### src/rtl/keccak_pkg.sv
// keccak_pkg: shared widths and absorb FSM states for the Keccak absorb path
package keccak_pkg;
  localparam int LANE_WIDTH     = 64;
  localparam int MAX_RATE_LANES = 21;
  localparam int LANE_IDX_WIDTH = 5;
  localparam int KEEP_WIDTH     = 4;
  localparam int RATE_WIDTH     = 11;
  localparam int SUFFIX_WIDTH   = 8;
  typedef enum logic [1:0] {IDLE, ABSORB, PAD} absorb_state_e;
endpackage

### src/rtl/keccak_pad_lane_gen.sv
// keccak_pad_lane_gen: masks bytes at/above keep, ORs in the domain suffix and the closing 0x80 pad bit
module keccak_pad_lane_gen
  import keccak_pkg::*;
(
  input  logic [LANE_WIDTH-1:0]   data_i,
  input  logic [KEEP_WIDTH-1:0]   keep_i,
  input  logic [SUFFIX_WIDTH-1:0] suffix_i,
  input  logic                    suffix_en_i,
  input  logic                    pad_end_i,
  output logic [LANE_WIDTH-1:0]   lane_o
);
  // byte b survives when b<keep; the first dropped byte carries the suffix; bit 63 closes pad10*1
  always_comb begin
    lane_o = '0;
    for (int b = 0; b < 8; b++)
      lane_o[8*b +: 8] = (KEEP_WIDTH'(b) < keep_i) ? data_i[8*b +: 8] :
                         (suffix_en_i && KEEP_WIDTH'(b) == keep_i) ? suffix_i : 8'h00;
    lane_o[LANE_WIDTH-1] = lane_o[LANE_WIDTH-1] | pad_end_i;
  end
endmodule

### src/rtl/keccak_absorb_padder.sv
// keccak_absorb_padder: turns a 64-bit message stream into pad10*1-padded rate blocks, one lane per cycle
module keccak_absorb_padder
  import keccak_pkg::*;
#(
  parameter int LANE_W    = LANE_WIDTH,
  parameter int MAX_LANES = MAX_RATE_LANES
) (
  input  logic                         clk,
  input  logic                         rst,
  input  logic                         start_i,
  input  logic [RATE_WIDTH-1:0]        rate_i,
  input  logic [SUFFIX_WIDTH-1:0]      suffix_i,
  input  logic [LANE_W-1:0]            t_data_i,
  input  logic [KEEP_WIDTH-1:0]        t_keep_i,
  input  logic                         t_last_i,
  input  logic                         t_valid_i,
  output logic                         t_ready_o,
  output logic [LANE_W-1:0]            lane_o,
  output logic [$clog2(MAX_LANES)-1:0] lane_idx_o,
  output logic                         lane_valid_o,
  input  logic                         lane_ready_i,
  output logic                         block_last_o,
  output logic                         msg_last_o,
  output logic                         busy_o
);
  absorb_state_e state_q;
  logic [RATE_WIDTH-1:0]     rate_q;
  logic [SUFFIX_WIDTH-1:0]   suffix_q;
  logic [LANE_IDX_WIDTH-1:0] idx_q;
  logic                      pend_q;
  logic                      busy_q;
  logic [LANE_WIDTH-1:0]     lane_q;
  logic [LANE_IDX_WIDTH-1:0] lane_idx_q;
  logic                      lane_valid_q;
  logic                      block_last_q;
  logic                      msg_last_q;
  logic [LANE_IDX_WIDTH-1:0] last_idx;
  logic                      at_end;
  logic                      adv;
  logic                      full_w;
  logic                      in_fire;
  logic                      fin_pending;
  logic                      fin_hs;
  logic                      pad_fire;
  logic                      in_pad;
  logic [LANE_WIDTH-1:0]     gen_lane;
  assign last_idx    = LANE_IDX_WIDTH'((rate_q >> 6) - RATE_WIDTH'(1));
  assign at_end      = idx_q == last_idx;
  assign adv         = !lane_valid_q || lane_ready_i;
  assign in_pad      = state_q == PAD;
  assign t_ready_o   = (state_q == ABSORB) && adv;
  assign in_fire     = t_valid_i && t_ready_o;
  assign full_w      = !t_last_i || (t_keep_i >= KEEP_WIDTH'(8));
  assign fin_pending = lane_valid_q && block_last_q && msg_last_q;
  assign fin_hs      = fin_pending && lane_ready_i;
  assign pad_fire    = in_pad && adv && !fin_pending;
  keccak_pad_lane_gen u_gen (
    .data_i      (in_pad ? '0 : t_data_i),
    .keep_i      (in_pad ? KEEP_WIDTH'(0) : (full_w ? KEEP_WIDTH'(8) : t_keep_i)),
    .suffix_i    (suffix_q),
    .suffix_en_i (in_pad ? pend_q : !full_w),
    .pad_end_i   (at_end && (in_pad || !full_w)),
    .lane_o      (gen_lane)
  );
  // absorb FSM, lane counter and the single output register stage
  always_ff @(posedge clk or posedge rst) begin
    if (rst) begin
      state_q      <= IDLE;
      rate_q       <= '0;
      suffix_q     <= '0;
      idx_q        <= '0;
      pend_q       <= 1'b0;
      busy_q       <= 1'b0;
      lane_q       <= '0;
      lane_idx_q   <= '0;
      lane_valid_q <= 1'b0;
      block_last_q <= 1'b0;
      msg_last_q   <= 1'b0;
    end else begin
      if (lane_valid_q && lane_ready_i) lane_valid_q <= 1'b0;
      if (in_fire || pad_fire) begin
        lane_q       <= gen_lane;
        lane_idx_q   <= idx_q;
        lane_valid_q <= 1'b1;
        block_last_q <= at_end;
        msg_last_q   <= in_pad || (t_last_i && !(full_w && at_end));
        idx_q        <= at_end ? '0 : idx_q + 1'b1;
      end
      if (fin_hs) busy_q <= 1'b0;
      case (state_q)
        IDLE: if (start_i && !busy_q) begin
          state_q  <= ABSORB;
          busy_q   <= 1'b1;
          rate_q   <= rate_i;
          suffix_q <= suffix_i;
          idx_q    <= '0;
          pend_q   <= 1'b0;
        end
        ABSORB: if (in_fire && t_last_i) begin
          state_q <= (!full_w && at_end) ? IDLE : PAD;
          pend_q  <= full_w;
        end
        PAD: begin
          if (pad_fire) pend_q <= 1'b0;
          if (fin_hs) state_q <= IDLE;
        end
        default: state_q <= IDLE;
      endcase
    end
  end
  assign lane_o       = lane_q;
  assign lane_idx_o   = lane_idx_q;
  assign lane_valid_o = lane_valid_q;
  assign block_last_o = block_last_q;
  assign msg_last_o   = msg_last_q;
  assign busy_o       = busy_q;
endmodule

### config.mk
export PLATFORM = sky130hd
export DESIGN_NAME = keccak_absorb_padder
export DESIGN_NICKNAME = d
export VERILOG_FILES = /design/src/rtl/keccak_pkg.sv /design/src/rtl/keccak_pad_lane_gen.sv /design/src/rtl/keccak_absorb_padder.sv
export SDC_FILE = /design/constraint.sdc
export NUM_CORES = 1
export LEC_CHECK = 0
export ABC_AREA = 1
export BUFFER_PORTS_ARGS = -buffer_cell sky130_fd_sc_hd__buf_2
export CORE_MARGIN = 4
export CORE_UTILIZATION = 45
export DETAILED_ROUTE_END_ITERATION = 10
export GPL_TIMING_DRIVEN = 0
export PLACE_DENSITY_LB_ADDON = 0.25
export SLEW_MARGIN = 15
export SYNTH_ARGS = -nofsm -noshare
export SYNTH_HDL_FRONTEND = slang
export SYNTH_SLANG_ARGS = --single-unit
### constraint.sdc
create_clock -name clk -period 3.2 [get_ports clk]
set_input_delay 0.64 -clock clk [delete_from_list [all_inputs] [get_ports clk]]
set_output_delay 0.64 -clock clk [all_outputs]
set_load 0.03 [all_outputs]
# ---- After elaboration in Yosys (flattened, before gate mapping)
# Index checks and enable logic that the tools add are counted.
dict set report classes {
  addsub 2
  n_lt_le_gt_ge 9
  n_eq_ne 14
  mux 38
  bitwise 1
  n_reduce_logical 40
}
# op n
set op_table {}
lappend op_table {{$mux W8} 16}
lappend op_table {{$mux W64} 1}
lappend op_table {{$logic_and A1 B1 Y1} 22}
lappend op_table {{$mux W5} 4}
lappend op_table {{$eq A3 B4 Y1 const A} 4}
lappend op_table {{$lt A3 B4 Y1 const A} 4}
lappend op_table {{$mux W1} 9}
lappend op_table {{$eq A2 B4 Y1 const A} 2}
lappend op_table {{$lt A1 B4 Y1 const A} 2}
lappend op_table {{$lt A2 B4 Y1 const A} 2}
lappend op_table {{$mux W2} 4}
lappend op_table {{$mux W4} 2}
lappend op_table {{$logic_not A1 Y1} 6}
lappend op_table {{$ne A2 B2 Y1 const B} 3}
lappend op_table {{$pmux W2 S3} 1}
lappend op_table {{$add A5 B1 Y5 const B} 1}
lappend op_table {{$eq A5 B5 Y1} 1}
lappend op_table {{$logic_or A1 B1 Y1} 5}
lappend op_table {{$sub A5 B1 Y5 const B} 1}
lappend op_table {{$eq A1 B4 Y1 const A} 1}
lappend op_table {{$ge A4 B4 Y1 const B} 1}
lappend op_table {{$logic_not A4 Y1} 1}
lappend op_table {{$reduce_and A4 Y1} 1}
lappend op_table {{$pmux W1 S3} 1}
lappend op_table {{9 further kinds} 9}
dict set report totals {
  register_bits 100
  input_bits 93
  output_inout_bits 74
  word_cells 115
}

# ---- Depth between registers and ports, before layout
# Gate-level depths: netlist of run 1.
dict set report depth {
  depth_word 9
  depth_mapped 11
  ltp_nobuf 11
}

# ---- By module
# Synthesis of run 1 repeated with hierarchy kept, for this count alone.
dict set report hier_totals {
  cells_unflattened 848
  hier_area_um2 5437.7
}
# mod n_inst cells_per_inst area_each_um2 seq_area_each_um2
set modules_own_cells {}
lappend modules_own_cells {keccak_absorb_padder 1 610 4384.2 2352.3}
lappend modules_own_cells {keccak_pad_lane_gen 1 238 1053.5 0.0}

# ---- Worst setup path after synthesis of run 1
# OpenSTA, ideal clock, no wires.
dict set report synth_path {
  path_type {input port to output port}
  start {input lane_ready_i}
  end {output t_ready_o}
  t_arrival_ns 1.175
  required_time_ns 2.560
  slack_ns 1.385
  path_stages 2
  n_path_buf 0
  path_cell_list {inv_1 a21oi_1}
}
dict set report synth_via {
  elab_chain_cells 2
}
# element line_no
set synth_lines {}
lappend synth_lines {{start, declared} keccak_absorb_padder.sv:21} ;# input logic lane_ready_i,
lappend synth_lines {{$logic_or A1 B1 Y1} keccak_absorb_padder.sv:49} ;# assign adv = !lane_valid_q || lane_ready_i;
lappend synth_lines {{$logic_and A1 B1 Y1} keccak_absorb_padder.sv:51} ;# assign t_ready_o = (state_q == ABSORB) && adv;
lappend synth_lines {{end, declared} keccak_absorb_padder.sv:17} ;# output logic t_ready_o,
# Every way passes these cells.

# ---- Final worst setup path of run 1
dict set report layout_path {
  start {register state_q[1]}
  end {output t_ready_o}
}
dict set report layout_via {
  elab_chain_cells 2
}
# element line_no
set layout_lines {}
lappend layout_lines {{start, declared} keccak_absorb_padder.sv:26} ;# absorb_state_e state_q;
lappend layout_lines {{start signal, assigned} keccak_absorb_padder.sv:100} ;# state_q <= (!full_w && at_end) ? IDLE : PAD;
lappend layout_lines {{$eq A2 B1 Y1} keccak_absorb_padder.sv:51}
lappend layout_lines {{$logic_and A1 B1 Y1} keccak_absorb_padder.sv:51}
# Every way passes these cells.

==> metrics.md, run 1 <==
| Metric | Value |
|---|---|
| Hold buffer count at CTS | 0 |
| Worst setup margin | approximately 1.1 ns |
| CP Cell Sequence | nor2_1, inv_1, a21oi_1, buf_2 |
| Yosys warns | 0 |
| Layout cells sized above 1 | about 28% |
| Drt pass-1 iters | 5 |
| Clock buffer depth | 2 |
| Main flop type after synthesis | dfrtp_1 |
| Routability Congestion | 0.906 |
| CP arrival | 1.50 ns |
| Post-CTS Resized | 0 |
| Synth Instances | around 600 |
| Worst skew pair latency | around 0.38 ns |
| Largest net degree at the start of global routing | 54 |
| CP top delay family | flip-flops |
| Die ar. | ~12000 um^2 |
| Worst hold-check path type | input pin to async pin |
| Htree depth | 3 |
| Top cells by area in the synthesized netlist | dfrtp_1 (50%), nand2_1 (20%), nand3_1 (6.7%) |
| Min Tclk post-route | between 2 and 2.5 ns |
| Final WL | between 10 and 15 mm |
| Syn-to-layout area delta | 26.1% |
| # DRC | 0 |
| Setup Skew | 0.0124 ns |
| Slowest-stage cell, CP | dfrtp_1 |
| CP max FO | 5 |
| Pint | roughly 3200 uW |
| Yosys top cell area share | about half |
| Avg Vias per Cell | ~5.2 |
| # setup viols final | 0 |
| Port Buffer Count | 160 |
| Sw Ratio | between 50 and 60% |
| Starting Density | between 40% and 50% |
| Flops & latches, synth | 94 |
| Highest clock rate | around 470 MHz |
| Comb power frac | 52.3% |
| Unrepaired setup endpoints after global routing | no |
| Num CTS Buffers | 9 |
| Pwr/cell area | approximately 1100 nW/um^2 |
| Crit share post-route | 66.8% |
| P_sw | around 3400 uW |
| Syn Area/Cell | between 7 and 8 um^2 |
| Slew Limit Fails | 0 |
| First-pass GRT wire length | roughly 23 mm |
| Sequential fraction of the synthesis area | between 50% and 60% |
| Remaining Overflow, GRT | 0 |
| Worst-path clk slew | about 0.09 ns |
| Antenna Cells | 0 |
| Clk network pwr share | ~14% |
| CTS tree | yes |
| Status | complete, no violations |
| Die width | around 110 um |
| Count leader, synth | nand2_1 |
| Per-cell routed wire length | between 15 and 20 um |
| CORE AREA | 10200 um^2 |
| Startpoint types | register |
| ANT nets after route | 0 |
| Leakage | between 0.003 and 0.004 uW |
| Crit path kind | register to primary output |
| Post-synth cell types | 30 |
| Commonest cells in the netlist | nand2_1 (254), dfrtp_1 (94), nand3_1 (63), nor2_1 (44), inv_1 (29) |
| Initial antenna violation count | 0 |
| Reg power frac | 34.0% |
| I/O pins | about 170 |
| Worst-margin pin slew | approximately 0.6 ns |
| Crit. End Element | primary output |
| Design area | slightly below 6000 um^2 |
| Via count | roughly 4800 |
| Setup Fix Bufs, Post-CTS | 0 |
| Async SR Flop Fraction | 100% |
| Fill count | around 970 |
| Critical Path Max Stage Delay | 0.46 ns |
| Area after DPL | between 5000 and 6000 um^2 |
| CTS sink count | 94 |
| Synth area leader | dfrtp_1 |
| DR iter-0 viols | between 200 and 300 |
| Site Rows | 37 |
| Number of flops mapped to enable cells by yosys | 0 |
| Syn Nets | about 710 |
| Hpwl dp | 10.9 mm |
| Worst Path Buf+Inv | 2 |
| Hold Violations, Final | 0 |
| Die height | between 100 and 150 um |
| Total GRT Usage | around 24% |
| Post-placement worst setup slack | approximately 1.1 ns |
| Vias in the first global route | ~4600 |
| Clock Tree Root | clkbuf_8 |
| Max Cap Viol | 0 |
| Final net count | roughly 880 |
| Peak VDD IR | ~0.48 mV |
| Max-slew headroom | roughly 60% |
| Required time worst endpoint | about 2.6 ns |
| Syn Std Cell Area | 4700 um^2 |
## cells by family after synthesis
kind of cell / Yosys count / share of synthesized area [%]
and+or+nand+nor: 388 / 36.0
DFF: 94 / 50.1
AOI/OAI and AO/OA: 69 / 8.10
buffers and inverters: 58 / 5.11
adders and majority gates: 2 / 0.533
xor gates and xnor gates: 1 / 0.186
## worst paths after layout
kind	slack, ns	start	depth (start not counted)	end
worst min register to register	0.48	pend_q	2	pend_q
max in group asynchronous	2.23	rst	3	lane_idx_o[0]
worst max register to register	1.32	state_q[1]	6	lane_o[51]
worst min-delay path	0.32	rst	2	lane_o[25]
min in group clk	0.47	rate_i[9]	3	rate_q[9]
worst max-delay path	1.06	state_q[1]	4	t_ready_o
## layout by cell type, fill, tap and decap left out
cell	instances
nand2_1	254
buf_2	172
dfrtp_1	94
nand3_1	63
nor2_1	44
inv_1	28
a31oi_1	24
o21ai_1	20
o21ai_0	17
clkbuf_8	10
inv_2	7
clkbuf_1	7
nand2_2	6
a21oi_1	6
nand2_4	5
nor2_2	4
nor2_4	3
clkinvlp_4	3
buf_1	2
nand4_1	2
nand4_2	2
ha_1	2
bufinv_16	2
buf_6	1
nand3_4	1
nor3_4	1
o21a_1	1
clkinv_1	1
nor2_8	1
nand3b_1	1
xor2_1	1
inv_4	1
o211ai_1	1
or2_2	1
buf_16	1
## worst reg2reg max path, stage by stage, from the launching register on
cell,delay (ns)
dfrtp_1,0.46
nor2_1,0.22
nand3_1,0.14
nand2_2,0.23
buf_2,0.30
buf_2,0.27
a31oi_1,0.14
## cell type report
cell class	instances	area, um^2	area share (%)
clock inverters	5	82.6	1.39
well taps	136	170	2.87
repair buffers	161	828	14.0
flip-flops and latches	94	2350	39.7
multi-input cells	460	2110	35.6
inverters	37	141	2.39
clock buffers	11	141	2.39
plain buffers	21	101	1.71
## sequential cells by signal, summed over array words and instances, names as in the netlist
name and count:
rate_q 5, lane_idx_o 5, block_last_o 1, pend_q 1, lane_o 64, busy_o 1, lane_valid_o 1, suffix_q 8
msg_last_o 1, idx_q 5, state_q 2
## metal layers
layer / GRT usage (%) / up-vias / wire length [um]
met1: 33.1 / 2253 / 6120
met2: 39.8 / 194 / 6960
met3: 4.14 / 28 / 1320
met4: 8.71 / 0 / 314
li1: - / 2317 / -
met5: 0 / - / 0
## power groups by stage
stage / clock network (uW) / logic (uW) / registers (uW)
after global routing: 969 / 3800 / 2290
final: 902 / 3440 / 2240
after detailed placement: 0 / 3440 / 2250
after CTS: 912 / 3450 / 2230
after global placement: 0 / 3370 / 2240
after floorplan: 0 / 1610 / 2940
## per-stage QoR
stage / utilization [%] / power [uW] / cells / TNS, ns / hold slack (ns)
after floorplan: - / 4550 / 612 / 0 / 0.434
after global placement: 55.4 / 5600 / 908 / -88.97 / 0.452
after detailed placement: 55.7 / 5690 / 909 / 0 / 0.460
after CTS: 57.9 / 6590 / 925 / 0 / 0.329
after global routing: 57.9 / 7060 / 925 / 0 / 0.365
final: 57.9 / 6570 / 925 / 0 / 0.320
Power figures use the tool's default switching activity.
==> inputs of run 2 (changes only) <==
==> constraint.sdc (replaced) <==
create_clock -name clk -period 1.9 [get_ports clk]
set_input_delay 0.38 -clock clk [delete_from_list [all_inputs] [get_ports clk]]
set_output_delay 0.38 -clock clk [all_outputs]
set_load 0.03 [all_outputs]
==> run 2 against run 1 <==
Compared with the run above: worst hold slack lost 0.24 ns; global-route usage grew 0.22 points; flip-flop and latch count is the same; register-to-register slack lost 1.1 ns; sequential power grew 67%; critical path depth is the same; cell count grew 0.11%; first-iteration DRC count grew 68%; count of clock-buffer cells in the layout is the same; combinational power grew 71%; via count shrank 0.19%; sequential share of layout area shrank 0.28 points; largest cell class unchanged; highest routed layer unchanged.
==> metrics.md, run 2 (synthesis results as in run 1) <==
| Metric | Value |
|---|---|
| Status | complete, no violations |
| CP max FO | 5 |
| CTS tree | yes |
| Hpwl dp | approximately 11 mm |
| Worst skew pair latency | around 0.36 ns |
| Critical Path Max Stage Delay | 0.46 ns |
| Slowest-stage cell, CP | dfrtp_2 |
| Die width | approximately 110 um |
| Worst flop-to-flop path startpoint | state_q[0] |
| # DRC | 0 |
| Largest net degree at the start of global routing | 37 |
| Clock Tree Root | clkbuf_8 |
| Die height | about 110 um |
| Worst Path Buf+Inv | 2 |
| CP arrival | about 1.5 ns |
| Final WL | between 10 and 15 mm |
| Sw Ratio | 50.8% |
| Comb power frac | 52.7% |
| Hold Violations, Final | 0 |
| Antenna Cells | 0 |
| Setup Skew | 0.0103 ns |
| Pwr/cell area | ~1900 nW/um^2 |
| # setup viols final | 0 |
| Leakage | about 0.0032 uW |
| Vias in the first global route | ~4700 |
| Crit share post-route | 96.1% |
| Total power | between 10000 and 15000 uW |
| Startpoint types | register |
| Via count | 4783 |
| Worst hold-check path type | input pin to async pin |
| CORE AREA | approximately 10000 um^2 |
| Avg Vias per Cell | between 5 and 6 |
| CP Cell Sequence | nor2_2, inv_1, a21oi_1, buf_2 |
| Layout Cells excl Fill | between 900 and 1000 |
| Max Cap Viol | 0 |
| Unrepaired setup endpoints after global routing | no |
| Max reg flops | 64 |
| Clk network pwr share | a little over an eighth |
| Storage element area | about 2400 um^2 |
| Per-cell routed wire length | around 16 um |
| Hold buffer count at CTS | 0 |
| P_sw | between 5000 and 6000 uW |
| Placed insts | 910 |
| Routability Congestion | 0.923 |
| Total GRT Usage | between 20% and 30% |
| Setup crit start | state_q[1] |
| Num CTS Buffers | 9 |
| Fill count | between 900 and 1000 |
| Min Tclk post-route | 1.83 ns |
| Worst-margin pin slew | 0.582 ns |
| R2R depth | 11 |
| Reg power frac | 33.6% |
| Setup Fix Bufs, Post-CTS | 0 |
| CP top delay family | flip-flops |
| Htree depth | 3 |
| I/O pins | about 170 |
| Starting Density | a little under half |
| Final net count | 880 |
| Crit. path cell count | 4 |
| Remaining Overflow, GRT | 0 |
| FF-to-FF End | lane_o[5] |
| Peak VDD IR | around 0.86 mV |
| Required time worst endpoint | about 1.5 ns |
| Syn-to-layout area delta | 27.0% |
| Pint | 5490 uW |
| Initial antenna violation count | 0 |
| CTS sink count | 94 |
| Crit path kind | register to primary output |
| Layout cells sized above 1 | between 20% and 30% |
| Max-slew headroom | 61.1% |
| Worst-path clk slew | 0.09 ns |
| Worst setup path endpoint | t_ready_o |
| Crit. End Element | primary output |
| Multi-input logic area | approximately 2100 um^2 |
| DR iter-0 viols | 430 |
| Most frequent cells in the layout | nand2_1 (253), buf_2 (171), dfrtp_1 (93), nand3_1 (63), nor2_1 (42) |
| Commonest non-fill, non-tap cell in the layout | nand2_1 |
| Die ar. | 12100 um^2 |
| Slew Limit Fails | 0 |
| Site Rows | 37 |
| Highest clock rate | 547 MHz |
| Final core occ | between 50% and 60% |
| Setup slack, reg-to-reg | between 0.15 and 0.2 ns |
| First-pass GRT wire length | ~23 mm |
| Area after DPL | approximately 5700 um^2 |
| Drt pass-1 iters | 5 |
| ANT nets after route | 0 |
| Port Buffer Count | between 150 and 200 |
| Design area | approximately 6000 um^2 |
| Clock buffer depth | 2 |
## run 2: cell count changes in the layout (fill, tap and decap cells not counted), moves of 2 or more
| cell | previous run | this run |
|---|---|---|
| clkbuf_2 | 0 | 2 |
| nor2_2 | 4 | 6 |
| buf_12 | 0 | 2 |
| nor2_1 | 44 | 42 |
| clkbuf_1 | 7 | 4 |
## run 2: how the worst min path moves through the flow
| stage | start | endpoint | slack [ns] | cells past startpoint |
|---|---|---|---|---|
| floorplan | pend_q | pend_q | 0.43 | 2 |
| global placement | lane_o[21] | lane_o[21] | 0.46 | 2 |
| detailed placement | lane_o[21] | lane_o[21] | 0.46 | 2 |
| CTS | rst | lane_o[57] | 0.09 | 2 |
| global route | rst | lane_o[57] | 0.12 | 2 |
| finish | rst | lane_o[57] | 0.08 | 2 |
## run 2: routing by layer
layer	up-vias	wire (um)	GRT usage [%]
met1	2215	6110	33.5
met2	219	7000	40.1
met5	-	0	0
li1	2321	-	-
met3	28	1250	3.38
met4	0	347	9.76
## run 2: layout make-up
| cell class | instances | area share (%) |
|---|---|---|
| flip-flops and latches | 94 | 39.4 |
| multi-input cells | 460 | 35.6 |
| repair buffers | 162 | 14.1 |
| well taps | 136 | 2.85 |
| clock buffers | 11 | 2.54 |
| inverters | 37 | 2.39 |
| plain buffers | 21 | 1.78 |
| clock inverters | 5 | 1.36 |
## run 2: timing repair
| action | CTS | global route |
|---|---|---|
| resized for setup | 0 | 12 |
| endpoints found under the setup margin | 0 | 61 |
| endpoints found under the hold margin | 0 | 0 |
## run 2: power by group through the flow
stage               sequential [uW]  combinational [uW]  clock [uW]
finish                         3750                5880        1520
detailed placement             3770                5810           0
global placement               3750                5680           0
floorplan                      4950                2710           0
global route                   3850                6500        1630
CTS                            3740                5840        1550
## run 2: stage by stage
step | setup TNS, ns | worst slack, ns | hold WS (ns)
after global placement | -19.55 | -0.216 | 0.458
after global routing | 0 | 0.0342 | 0.119
after detailed placement | 0 | 0.0301 | 0.460
after CTS | 0 | 0.00663 | 0.0875
after floorplan | 0 | 0.349 | 0.434
final | 0 | 0.0733 | 0.0787
==> inputs of run 3 (changes only) <==
--- a/config.mk
+++ b/config.mk
@@ -5,12 +5,12 @@
 export SDC_FILE = /design/constraint.sdc
 export NUM_CORES = 1
 export LEC_CHECK = 0
-export ABC_AREA = 1
 export BUFFER_PORTS_ARGS = -buffer_cell sky130_fd_sc_hd__buf_2
 export CORE_MARGIN = 4
-export CORE_UTILIZATION = 45
+export CORE_UTILIZATION = 35
 export DETAILED_ROUTE_END_ITERATION = 10
 export GPL_TIMING_DRIVEN = 0
+export MAX_ROUTING_LAYER = met4
 export PLACE_DENSITY_LB_ADDON = 0.25
 export SLEW_MARGIN = 15
 export SYNTH_ARGS = -nofsm -noshare
==> run 3 against run 2 <==
Compared with the run above: sequential power fell by 6.7%; cell count is 11% lower; core utilization fell by 7.2 points; via count fell by 10%; total power is 5.3% higher; critical endpoint is now pend_q; largest cell class unchanged.
==> metrics.md, run 3 <==
| Metric | Value |
|---|---|
| Status | complete, no violations |
| Required time worst endpoint | 2.13 ns |
| Drt pass-1 iters | 5 |
| Htree depth | 3 |
| Yosys warns | 0 |
| Synth Instances | ~470 |
| Crit. End Element | register |
| Initial antenna violation count | 0 |
| Flops & latches, synth | 94 |
| Routability Congestion | 0.832 |
| Syn Nets | 566 |
| Final core occ | about half |
| Hpwl dp | 10.9 mm |
| Antenna Cells | 0 |
| Multi-input logic area | approximately 2100 um^2 |
| Post-synth cell types | 46 |
| Setup Skew | roughly 0.0096 ns |
| Max-slew headroom | approximately a third |
| CTS sink count | 94 |
| Die height | between 100 and 150 um |
| Unrepaired setup endpoints after global routing | yes |
| Main flop type after synthesis | dfrtp_1 |
| Most frequent CP cell | buf_4 |
| Total GRT Usage | between 20% and 30% |
| CORE AREA | around 12000 um^2 |
| Vias in the first global route | ~4400 |
| Critical Path Max Stage Delay | about 0.43 ns |
| Leakage | about 0.0029 uW |
| Die ar. | 14400 um^2 |
| Sequential fraction of the synthesis area | between 50% and 60% |
| Final net count | 745 |
| Worst hold-check path type | input pin to async pin |
| Pwr/cell area | around 1900 nW/um^2 |
| Count leader, synth | nor2_1 |
| Num CTS Buffers | 9 |
| Highest clock rate | approximately 540 MHz |
| Syn Std Cell Area | between 4000 and 5000 um^2 |
| CP Cell Sequence | nand2b_4, a311oi_4, buf_4, buf_4, nor2b_1, mux2_2, a22o_1 |
| Async SR Flop Fraction | 100% |
| Die width | roughly 120 um |
| CP max FO | 4 |
| Worst skew pair latency | between 0.3 and 0.4 ns |
| CTS tree | yes |
| Yosys top cell area share | around 53% |
| Clock Tree Root | clkbuf_16 |
| Slowest-stage cell, CP | dfrtp_2 |
| Remaining Overflow, GRT | 0 |
| Max Cap Viol | 0 |
| I/O pins | 167 |
| # setup viols final | 0 |
| Clock buffer depth | 2 |
| DR iter-0 viols | 249 |
| Avg Vias per Cell | roughly 5.2 |
| Number of flops mapped to enable cells by yosys | 0 |
| Crit path kind | register to register |
| Most frequent cells in the layout | buf_2 (165), nor2_1 (110), dfrtp_1 (91), nand2_1 (70), a221oi_2 (29) |
| CP arrival | 2.08 ns |
| Storage element area | 2360 um^2 |
| # DRC | 0 |
| Site Rows | 40 |
| Top cells by area in the synthesized netlist | dfrtp_1 (53%), nor2_1 (9.6%), a221oi_1 (9.3%) |
| Per-cell routed wire length | 18.4 um |
| Commonest cells in the netlist | nor2_1 (113), dfrtp_1 (94), nand2_1 (70), a221oi_1 (47), buf_2 (16) |
| Worst-margin pin slew | ~1.0 ns |
| Via count | approximately 4300 |
| Commonest non-fill, non-tap cell in the layout | buf_2 |
| Syn-to-layout area delta | 41.3% |
| Port Buffer Count | 160 |
| Max reg flops | 64 |
| Startpoint types | register |
| ANT nets after route | 0 |
| Worst-path clk slew | roughly 0.07 ns |
| Hold Violations, Final | 0 |
| Slew Limit Fails | 0 |
| First-pass GRT wire length | 23.3 mm |
| Layout cells sized above 1 | a little over 40% |
| Placed insts | between 800 and 900 |
| Syn Area/Cell | about 9.4 um^2 |
| Starting Density | between 30% and 40% |
| Total power | around 12000 uW |
| Synth area leader | dfrtp_1 |
| Layout Cells excl Fill | roughly 800 |
| Final WL | 15.1 mm |
| Largest net degree at the start of global routing | 28 |
| Hold buffer count at CTS | 0 |
| Min Tclk post-route | about 1.9 ns |
| Crit share post-route | between 90% and 100% |
| Fill count | between 1000 and 1500 |
| Peak VDD IR | 0.800 mV |
[run 3: changes by cell type after synthesis, sizes merged, moves of 14 or more]
cell,before,now
nand2,265,70
nor2,52,113
nand3,64,12
a221oi,0,47
inv,36,5
o21ai,37,10
a31oi,24,9
buf,15,29
[run 3: metrics by stage]
stage	hold WS, ns	setup TNS [ns]	area [um^2]	worst slack, ns
global placement	0.452	-29.34	5430	-0.381
floorplan	0.465	-3.50	4420	-0.0917
finish	0.0909	0	6220	0.0453
CTS	0.0941	0	5980	0.0104
global route	0.117	-0.361	6220	-0.0652
detailed placement	0.451	-7.96	5490	-0.220
[run 3: worst max-delay path: cells and delay by family (launching register included)]
kind	cells	cell delay (ns)
buffers and inverters	2	0.27
AOI/OAI and AO/OA	2	0.58
muxes	1	0.25
DFF	1	0.43
and+or+nand+nor	2	0.22
[run 3: routing by layer]
layer / wire [um] / global-route usage, % / share of wire (%) / vias to the layer above
met2: 7490 / 34.6 / 49 / 140
met3: 750 / 4.02 / 5.0 / 18
met1: 6640 / 27.4 / 44 / 2116
met4: 260 / 6.80 / 1.7 / 0
met5: 0 / - / 0 / -
li1: - / - / - / 2024
[run 3: repair_timing]
item,in CTS,in global routing
gates cloned,0,0
pin swaps,3,5
setup endpoints to repair,75,75
resized for setup,31,50
buffers inserted,4,4
[run 3: path summary, 6_finish.rpt]
kind / startpoint / end / slack, ns / cells after the start
max: state_q[0] / pend_q / 0.05 / 7
min: rst / lane_idx_o[3] / 0.09 / 2
max reg2reg: state_q[0] / pend_q / 0.05 / 7
min reg2reg: lane_idx_o[0] / lane_idx_o[0] / 0.47 / 2
max in group asynchronous: rst / lane_o[16] / 1.08 / 4
min in group clk: suffix_i[4] / suffix_q[4] / 0.24 / 3
[run 3: cell families after synthesis]
logic type	Yosys count	share of synthesized area, %
AND/OR/NAND/NOR	238	23.7
multiplexers	2	0.483
buffers and inverters	41	4.20
flip-flops	94	53.4
AO/OA/AOI/OAI	88	16.4
XOR/XNOR	6	1.19
adder cells (fa/ha/maj)	2	0.568
[run 3: area by class of cell]
cell class              count  area share [%]
flip-flops and latches     94            37.9
multi-input cells         336            34.5
repair buffers            171            15.2
clock buffers              11            3.90
plain buffers              33            3.54
well taps                 168            3.38
clock inverters             5            1.31
inverters                   5           0.362
[run 3: power breakdown]
group | leakage [uW] | switching (uW) | internal [uW]
Sequential | 0.00111 | 559 | 2950
Combinational | 0.00167 | 4200 | 2080
Clock | 0.000156 | 761 | 1190
